### config.mk
export PLATFORM = sky130hd
export DESIGN_NAME = arb_mux
export DESIGN_NICKNAME = d
export VERILOG_FILES = /design/src/rtl/arb_pkg.sv /design/src/rtl/arb_mux_rr_arbiter.sv /design/src/rtl/arb_mux.sv
export SDC_FILE = /design/constraint.sdc
export NUM_CORES = 1
export LEC_CHECK = 0
export CAP_MARGIN = 20
export CELL_PAD_IN_SITES_DETAIL_PLACEMENT = 0
export CELL_PAD_IN_SITES_GLOBAL_PLACEMENT = 1
export CORE_MARGIN = 5
export CORE_UTILIZATION = 30
export CTS_CLUSTER_DIAMETER = 120
export DETAILED_ROUTE_END_ITERATION = 7
export MAX_ROUTING_LAYER = met4
export PLACE_DENSITY_LB_ADDON = 0.2
export SETUP_SLACK_MARGIN = 0.5
export SKIP_CTS_REPAIR_TIMING = 1
export SLEW_MARGIN = 20
export SYNTH_ARGS = -nofsm -noshare
export SYNTH_HDL_FRONTEND = slang
export SYNTH_SLANG_ARGS = --single-unit
### constraint.sdc
create_clock -name clk -period 4.75 [get_ports clk]
set_input_delay 0.475 -clock clk [delete_from_list [all_inputs] [get_ports clk]]
set_output_delay 0.475 -clock clk [all_outputs]
set_load 0.03 [all_outputs]
### src/rtl/arb_pkg.sv
// Shared constants and helpers for the arbitrating multiplexer.
package arb_pkg;

    // Arbitration policy selectors.
    localparam int MODE_RR    = 0;
    localparam int MODE_FIXED = 1;

    // Channel-tag width: ceil(log2(n)), never narrower than one bit.
    function automatic int clog2_min1(input int n);
        return ($clog2(n) < 1) ? 1 : $clog2(n);
    endfunction

endpackage

### src/rtl/arb_mux_rr_arbiter.sv
// Combinational arbiter: round-robin from ptr, or fixed priority (lowest index).
module rr_arbiter
    import arb_pkg::*;
#(
    parameter int NCH = 4,
    parameter int CW  = clog2_min1(NCH)
) (
    input  logic [NCH-1:0] req,
    input  logic [CW-1:0]  ptr,
    input  logic           en,
    input  logic           mode,
    output logic [NCH-1:0] gnt,
    output logic [CW-1:0]  gnt_idx
);

    localparam int unsigned N = NCH;

    logic [2*NCH-1:0] rot;
    int unsigned      start;
    int unsigned      off;
    int unsigned      idx;
    logic             found;

    // Rotate requests so the search start sits at bit 0, take the lowest
    // set bit, then map the offset back to an absolute channel index.
    always_comb begin
        gnt     = '0;
        gnt_idx = '0;
        found   = 1'b0;
        off     = 0;
        idx     = 0;
        start   = mode ? 0 : 32'(ptr);
        rot     = {req, req} >> start;
        for (int unsigned k = 0; k < N; k++) begin
            if (!found && rot[k]) begin
                found = 1'b1;
                off   = k;
            end
        end
        idx = start + off;
        if (idx >= N) begin
            idx = idx - N;
        end
        if (en && found) begin
            gnt_idx = CW'(idx);
            for (int unsigned i = 0; i < N; i++) begin
                gnt[i] = (i == idx);
            end
        end
    end

endmodule

### src/rtl/arb_mux.sv
// N-channel arbitrating multiplexer with a registered, channel-tagged output.
module arb_mux
    import arb_pkg::*;
#(
    parameter int WIDTH = 32,
    parameter int NCH   = 4,
    parameter int MODE  = MODE_RR
) (
    input  logic                       clk,
    input  logic                       rst_n,
    input  logic [NCH-1:0]             in_valid,
    input  logic [NCH*WIDTH-1:0]       in_data,
    output logic [NCH-1:0]             in_ready,
    output logic                       out_valid,
    output logic [WIDTH-1:0]           out_data,
    output logic [clog2_min1(NCH)-1:0] out_ch,
    input  logic                       out_ready
);

    localparam int CW = clog2_min1(NCH);

    if (NCH < 1 || (MODE != MODE_RR && MODE != MODE_FIXED)) begin : g_bad_params
        $error("arb_mux: illegal parameters NCH=%0d MODE=%0d", NCH, MODE);
    end

    logic [NCH-1:0]   gnt;
    logic [CW-1:0]    gnt_idx;
    logic             slot_free;
    logic             xfer;

    logic             out_valid_q, out_valid_d;
    logic [WIDTH-1:0] out_data_q, out_data_d;
    logic [CW-1:0]    out_ch_q, out_ch_d;
    logic [CW-1:0]    ptr_q, ptr_d;

    // The output slot can take a beat when empty or being drained this cycle.
    assign slot_free = !out_valid_q || out_ready;
    // Grants only ever land on requesting channels, so any grant is a transfer.
    assign xfer      = |gnt;
    assign in_ready  = gnt;

    rr_arbiter #(
        .NCH (NCH),
        .CW  (CW)
    ) u_arb (
        .req     (in_valid),
        .ptr     (ptr_q),
        .en      (slot_free && rst_n),
        .mode    (MODE == MODE_FIXED),
        .gnt     (gnt),
        .gnt_idx (gnt_idx)
    );

    // Next-state: load on transfer, empty on drain without refill, else hold.
    always_comb begin
        out_valid_d = out_valid_q;
        out_data_d  = out_data_q;
        out_ch_d    = out_ch_q;
        ptr_d       = ptr_q;
        if (xfer) begin
            out_valid_d = 1'b1;
            out_ch_d    = gnt_idx;
            for (int unsigned i = 0; i < NCH; i++) begin
                if (gnt[i]) begin
                    out_data_d = in_data[i*WIDTH +: WIDTH];
                end
            end
            if (MODE == MODE_RR) begin
                ptr_d = (32'(gnt_idx) == NCH - 1) ? '0 : gnt_idx + CW'(1);
            end
        end else if (out_ready) begin
            out_valid_d = 1'b0;
        end
    end

    // Output register and round-robin pointer.
    always_ff @(posedge clk or negedge rst_n) begin
        if (!rst_n) begin
            out_valid_q <= 1'b0;
            out_data_q  <= '0;
            out_ch_q    <= '0;
            ptr_q       <= '0;
        end else begin
            out_valid_q <= out_valid_d;
            out_data_q  <= out_data_d;
            out_ch_q    <= out_ch_d;
            ptr_q       <= ptr_d;
        end
    end

    assign out_valid = out_valid_q;
    assign out_data  = out_data_q;
    assign out_ch    = out_ch_q;

endmodule
==> Yosys cells after proc, flatten, opt, wreduce, memory -nomap -nowiden <==
Index checks and enable logic that the tools add are counted.
{ "classes": {"add_sub_neg": 3, "n_lt_le_gt_ge": 1, "n_eq_ne": 4, "n_shift": 1, "n_mux": 17, "reduce_logical": 15} }
{ "op_table": {"columns": ["operator", "n"], "rows": [
  ["32-bit two-way mux", 5],
  ["2-bit by 32-bit equality test with 1-bit output (first input constant)", 2],
  ["1-bit by 32-bit equality test with 1-bit output (first input constant)", 1],
  ["32-bit by 3-bit >= comparator with 1-bit output (second input constant)", 1],
  ["32-bit logical NOT", 1],
  ["32-bit by 3-bit subtractor with 32-bit output (second input constant)", 1],
  ["2-bit two-way mux", 4],
  ["8-bit by 2-bit >> shifter with 4-bit output", 1],
  ["1-bit two-way mux", 7],
  ["1-bit logical AND", 5],
  ["1-bit logical NOT", 4],
  ["4-bit two-way mux", 1],
  ["4-bit nonzero test", 1],
  ["4-bit OR reduction", 1],
  ["2-bit by 2-bit adder with 3-bit output", 1],
  ["2-bit by 1-bit adder with 2-bit output (second input constant)", 1],
  ["2-bit equality test (second input constant)", 1],
  ["2-bit AND reduction", 1],
  ["2-bit nonzero test", 1],
  ["1-bit logical OR", 1]
]} }
{ "totals": {"regBits": 37, "in_bits": 135, "out_inout_bits": 39} }

==> Logic depth before layout (Yosys ltp) <==
{ "logic_depth": {"depth_word": 20, "mapped_depth": 10} }

==> Hierarchy <==
Synthesis repeated with hierarchy kept, for this count alone.
{ "hier_totals": {"hier_cells": 303, "hier_area_um2": 2653.8} }
{ "by_module_without_submodules": {"columns": ["mod", "n_inst", "cells_per_inst", "area_per_inst_um2"], "rows": [
  ["arb_mux", 1, 267, 2408.6],
  ["rr_arbiter", 1, 36, 245.2]
]} }

==> Least setup slack after synthesis <==
OpenSTA, ideal clock, no wires.
{ "synth_path": {"kind": "input -> output", "startpoint": "input in_valid[1]", "endpoint": "output in_ready[0]", "t_arrival_ps": 2619, "required_time_ps": 4275, "path_slack_ps": 1656, "path_stages": 9, "n_path_buf": 2, "path_cell_list": "nand2b_1 o22ai_1 o21ai_0 o311ai_0 ha_1 fa_1 buf_6 buf_6 nor3b_1"} }
{ "synth_between": {"elab_chain_len": 16, "elab_cells_between_ends": 21} }
{ "synth_lines": {"columns": ["element", "line_no", "rtl"], "rows": [
  ["start: declaration", "arb_mux.sv:11", "input logic [NCH-1:0] in_valid,"],
  ["8-bit by 2-bit >> shifter with 4-bit output (*)", "arb_mux_rr_arbiter.sv:33", "rot = {req, req} >> start;"],
  ["1-bit two-way mux", "arb_mux_rr_arbiter.sv:35", "if (!found && rot[k]) begin"],
  ["1-bit logical NOT", "arb_mux_rr_arbiter.sv:35", null],
  ["1-bit logical AND", "arb_mux_rr_arbiter.sv:35", null],
  ["1-bit two-way mux", "arb_mux_rr_arbiter.sv:35", null],
  ["1-bit logical NOT", "arb_mux_rr_arbiter.sv:35", null],
  ["1-bit logical AND", "arb_mux_rr_arbiter.sv:35", null],
  ["1-bit two-way mux", "arb_mux_rr_arbiter.sv:35", null],
  ["1-bit logical NOT", "arb_mux_rr_arbiter.sv:35", null],
  ["1-bit logical AND", "arb_mux_rr_arbiter.sv:35", null],
  ["2-bit two-way mux", "arb_mux_rr_arbiter.sv:35", null],
  ["2-bit by 2-bit adder with 3-bit output", "arb_mux_rr_arbiter.sv:40", "idx = start + off;"],
  ["32-bit by 3-bit subtractor with 32-bit output / 32-bit by 3-bit >= comparator with 1-bit output (equally long branches)", "arb_mux_rr_arbiter.sv:42, arb_mux_rr_arbiter.sv:41", null],
  ["32-bit two-way mux", "arb_mux_rr_arbiter.sv:41", "if (idx >= N) begin"],
  ["32-bit logical NOT", "arb_mux_rr_arbiter.sv:47", "gnt[i] = (i == idx);"],
  ["4-bit two-way mux (*)", "arb_mux_rr_arbiter.sv:44", "if (en && found) begin"],
  ["end: declaration", "arb_mux.sv:13", "output logic [NCH-1:0] in_ready,"]
]} }
Mark *: on every way between the ends. The rest lies on a longest branch, timed or not.

==> Worst setup path in the final report <==
{ "layout_path": {"startpoint": "input in_valid[1]", "endpoint": "output in_ready[2]"} }
{ "layout_between": {"elab_chain_len": 16, "elab_cells_between_ends": 21} }
{ "layout_lines": {"columns": ["element", "line_no"], "rows": [
  ["8-bit by 2-bit >> shifter with 4-bit output (*)", "arb_mux_rr_arbiter.sv:33"],
  ["1-bit two-way mux", "arb_mux_rr_arbiter.sv:35"],
  ["1-bit logical NOT", "arb_mux_rr_arbiter.sv:35"],
  ["1-bit logical AND", "arb_mux_rr_arbiter.sv:35"],
  ["1-bit two-way mux", "arb_mux_rr_arbiter.sv:35"],
  ["1-bit logical NOT", "arb_mux_rr_arbiter.sv:35"],
  ["1-bit logical AND", "arb_mux_rr_arbiter.sv:35"],
  ["1-bit two-way mux", "arb_mux_rr_arbiter.sv:35"],
  ["1-bit logical NOT", "arb_mux_rr_arbiter.sv:35"],
  ["1-bit logical AND", "arb_mux_rr_arbiter.sv:35"],
  ["2-bit two-way mux", "arb_mux_rr_arbiter.sv:35"],
  ["2-bit by 2-bit adder with 3-bit output", "arb_mux_rr_arbiter.sv:40"],
  ["32-bit by 3-bit subtractor with 32-bit output / 32-bit by 3-bit >= comparator with 1-bit output (equally long branches)", "arb_mux_rr_arbiter.sv:42, arb_mux_rr_arbiter.sv:41"],
  ["32-bit two-way mux", "arb_mux_rr_arbiter.sv:41"],
  ["2-bit by 32-bit equality test with 1-bit output", "arb_mux_rr_arbiter.sv:47"],
  ["4-bit two-way mux (*)", "arb_mux_rr_arbiter.sv:44"]
]} }
Marks and branches as above.

==> metrics list <==
* Post-detailed-routing wire length: 8330 um
- Power per cell area: ~720 mW/mm^2
* Fraction of layout cells with a size suffix above 1: 23.7%
- In this design, the stage delay of the slowest critical-path cell is 0.69 ns.
* Routed wirelength normalized by instance count: 19.2 um
- Most frequent CP cell: sky130_fd_sc_hd__clkdlybuf4s50_1
- Final slew viol count: 0
* Vias per cell: 4.86
* Post-synthesis cell count: 152
- VDD sags by at most 0.422 mV.
- Antenna violations before repair: 1
* Boundary pin count: roughly 170
- The net count of the finished layout is roughly 460.
* Starting density of the core: 30.2%
- Clock Root Buffer: sky130_fd_sc_hd__clkbuf_8
* Fmax: 260 MHz
- For this run, the total global-route usage over all layers was measured as 15.8%.
* Arrival time of the worst setup path: 3.37 ns
- The first global-routing pass estimated 12400 um of wire.
* Count of flip-flops with a built-in enable after synthesis: 0
- The worst path uses 80.9% of the clock period.
* Buffers from clock root to sink, at most: 2
- The analysis attributes to cell leakage a power of 1.76 nW.
* Time the worst path needs with I/O delays and setup: 3.84 ns
- Drt first pass iters: 4
- Post-synthesis instance area: 0.00260 mm^2
* Tot Pwr: 3.19 mW
- Buffers inserted during clock tree synthesis total 5.
- Slew at the pin with the worst max-slew slack: 0.720 ns
- After global routing the overflow that remains totals 0.
- Distinct cells, synth: 32
- Setup TNS: 0 ns
- Post-DRT Antenna Nets: 0
* TritonCTS clock tree: built
* Top fanout value on the critical path: 8
- Summing all multi-input logic gate instances after layout gives around 0.0015 mm^2.
* Primary flip-flop cell chosen by synthesis mapping: sky130_fd_sc_hd__dfrtp_1
* Clk_skew: 0.00711 ns
- The flow ran to the end, and the final reports show no timing, DRC or antenna violations.
- Insertion delay to the later sink of the worst-skew pair: approximately 0.28 ns
- The wire-length estimate of the detail-placed layout is 6540 um.
- Count of final hold-check violations: 0
* Count of buffer and inverter cells on the critical path: 2
- For this design, the sink count on the clock tree is 37.
- Routability-driven placement finished with a final weighted congestion of 0.742.
- Headroom to the max-slew limit: 52.0%
* Top Family by Delay on Critical Path: buffers and inverters
- Die span in x: between 100 and 150 um
- Yosys printed 0 warnings.
* Count of maximum capacitance violations: 0
- Post-synthesis sequential element count: 37
- The via count of the first global-routing pass came to 2294.
- CP startpoint kind: input pin
- In this run the standard cell core region covers 0.00859 mm^2.
* Number of DRC violations after detailed routing: 0
- Total of fill cells in the finished design: 740
- Slowest CP cell: sky130_fd_sc_hd__clkdlybuf4s50_1
- Compared with the post-synthesis result, the final layout area differs by 69.9%.
- Number of endpoints failing setup at the final stage: 0
- Level count of the clock H-tree: 2
- Worst setup path category: input pin to output pin
- The detailed router finished its first iteration with between 40 and 50 violations.
- Combined flip-flop and latch cell area: 926 um^2
* Vertical die dimension: 103 um
* Clock slew seen by the registers of the worst setup and hold paths: around 0.070 ns
- Endpoint class of the critical path: output pin
- FP Rows: 34
- Summing over every cut layer, the via total after detailed routing is 2108.
* Cell breakdown of the critical path: clkdlybuf4s50_1 > nand2b_1 > o22ai_1 > o21ai_0 > o311ai_0 > ha_1 > fa_2 > nand2_1 > nor2_1 > clkdlybuf4s50_1
* Count of buffers inserted at the top-level ports: 173
- Critical path data required time: 4.28 ns
- The die covers roughly 0.011 mm^2.
- Hold WC Path Type: input pin to asynchronous set/reset pin
* Proportion of register bits with asynchronous set or reset after synthesis: 100%
- Synthesis produced a netlist with a net count of 289.
* Largest net degree at the start of global routing: 38
- Sequential cells were found to cover 35.6% of the synthesized design area.
* Mean instance size in the synthesized netlist: 17.1 um^2
- Setup repair after global routing missed its margin: no
worst register-to-register path, delay by kind of cell (launching register included):
kind,cells,cell delay (ns)
mux,2,0.84
flops,1,0.47
buf+inv,1,0.39
fa+ha+maj,2,0.85
simple gates,1,0.16
compound gates,3,0.37
final cells by class:
class / instances / share of cell area [%]
clock buffer: 7 / 1.96
antenna: 1 / 0.0567
inverter: 5 / 0.425
tap: 108 / 3.06
timing repair buffer: 178 / 40.0
multi-input combinational: 98 / 33.6
sequential: 37 / 21.0
placed cells by master, fill, tap and decap left out, drive strengths merged, types with 2 or more instances in the layout:
master / instances
clkdlybuf4s50: 172
dfrtp: 37
mux2: 33
mux4: 32
clkbuf: 7
buf: 6
inv: 5
o21ai: 5
nand2b: 4
nor2: 3
nand2: 3
o22ai: 2
a21oi: 2
worst paths after layout:
path	from	endpoint	slack [ns]	depth (start not counted)
min in group clk	rst_n	out_valid	0.50	3
worst min register to register	out_data[6]	out_data[6]	0.51	1
max in group asynchronous	rst_n	out_data[11]	4.10	2
worst min-delay path	rst_n	ptr_q[0]	0.30	2
worst max register to register	ptr_q[0]	out_data[0]	1.56	9
worst max-delay path	in_valid[1]	in_ready[2]	0.91	10
through the flow:
| step | setup WS, ns | instances | instance area (um^2) | hold WS (ns) | util (%) |
|---|---|---|---|---|---|
| 6_report | 0.906 | 434 | 4410 | 0.301 | 51.4 |
| 5_1_grt | 0.743 | 434 | 4410 | 0.349 | 51.4 |
| 4_1_cts | 0.872 | 433 | 4410 | 0.315 | 51.3 |
| 3_5_place_dp | 0.845 | 426 | 4330 | 0.497 | 50.3 |
| 3_3_place_gp | 0.870 | 426 | 4330 | 0.491 | 50.3 |
| 2_1_floorplan | 1.66 | 152 | 2600 | 0.179 | - |
layer usage:
metal / vias to the layer above / wire length, um / track usage, %
li1: 952 / - / -
met1: 1058 / 3310 / 19.1
met2: 88 / 4190 / 26.3
met3: 10 / 714 / 4.13
met4: 0 / 115 / 4.18
met5: - / 0 / -
cells in the mapped netlist, drive strengths merged, types with 2 or more instances:
| library cell | n | area (um^2) |
|---|---|---|
| nand2b | 4 | 25.0 |
| inv | 5 | 18.8 |
| nor2 | 3 | 11.3 |
| o21ai | 5 | 25.0 |
| dfrtp | 37 | 926 |
| o22ai | 2 | 12.5 |
| nand2 | 3 | 11.3 |
| a21oi | 2 | 21.3 |
| mux4 | 32 | 732 |
| buf | 9 | 139 |
| mux2 | 33 | 492 |
| clkbuf | 2 | 27.5 |
power by group:
part | switching, mW | leakage [nW] | internal, mW
clock | 0.108 | 0.0443 | 0.115
combinational | 1.02 | 1.28 | 1.36
sequential | 0.100 | 0.432 | 0.482
cells by family (layout without fill, tap and decap cells):
group           count (synthesis)  after routing  synth area share, %
buf+inv                        17            190                 7.46
fa+ha+maj                       2              2                 1.25
xor+xnor                        1              1                0.337
simple gates                   14             14                 2.89
mux                            66             66                 47.5
other cells                     0              1                    0
compound gates                 15             15                 4.96
flops                          37             37                 35.6
sequential cells by signal, indices dropped and copies added, names as in the netlist:
signal / count
out_ch: 2
out_valid: 1
out_data: 32
ptr_q: 2
No activity file was read; power rests on OpenSTA's default activity.
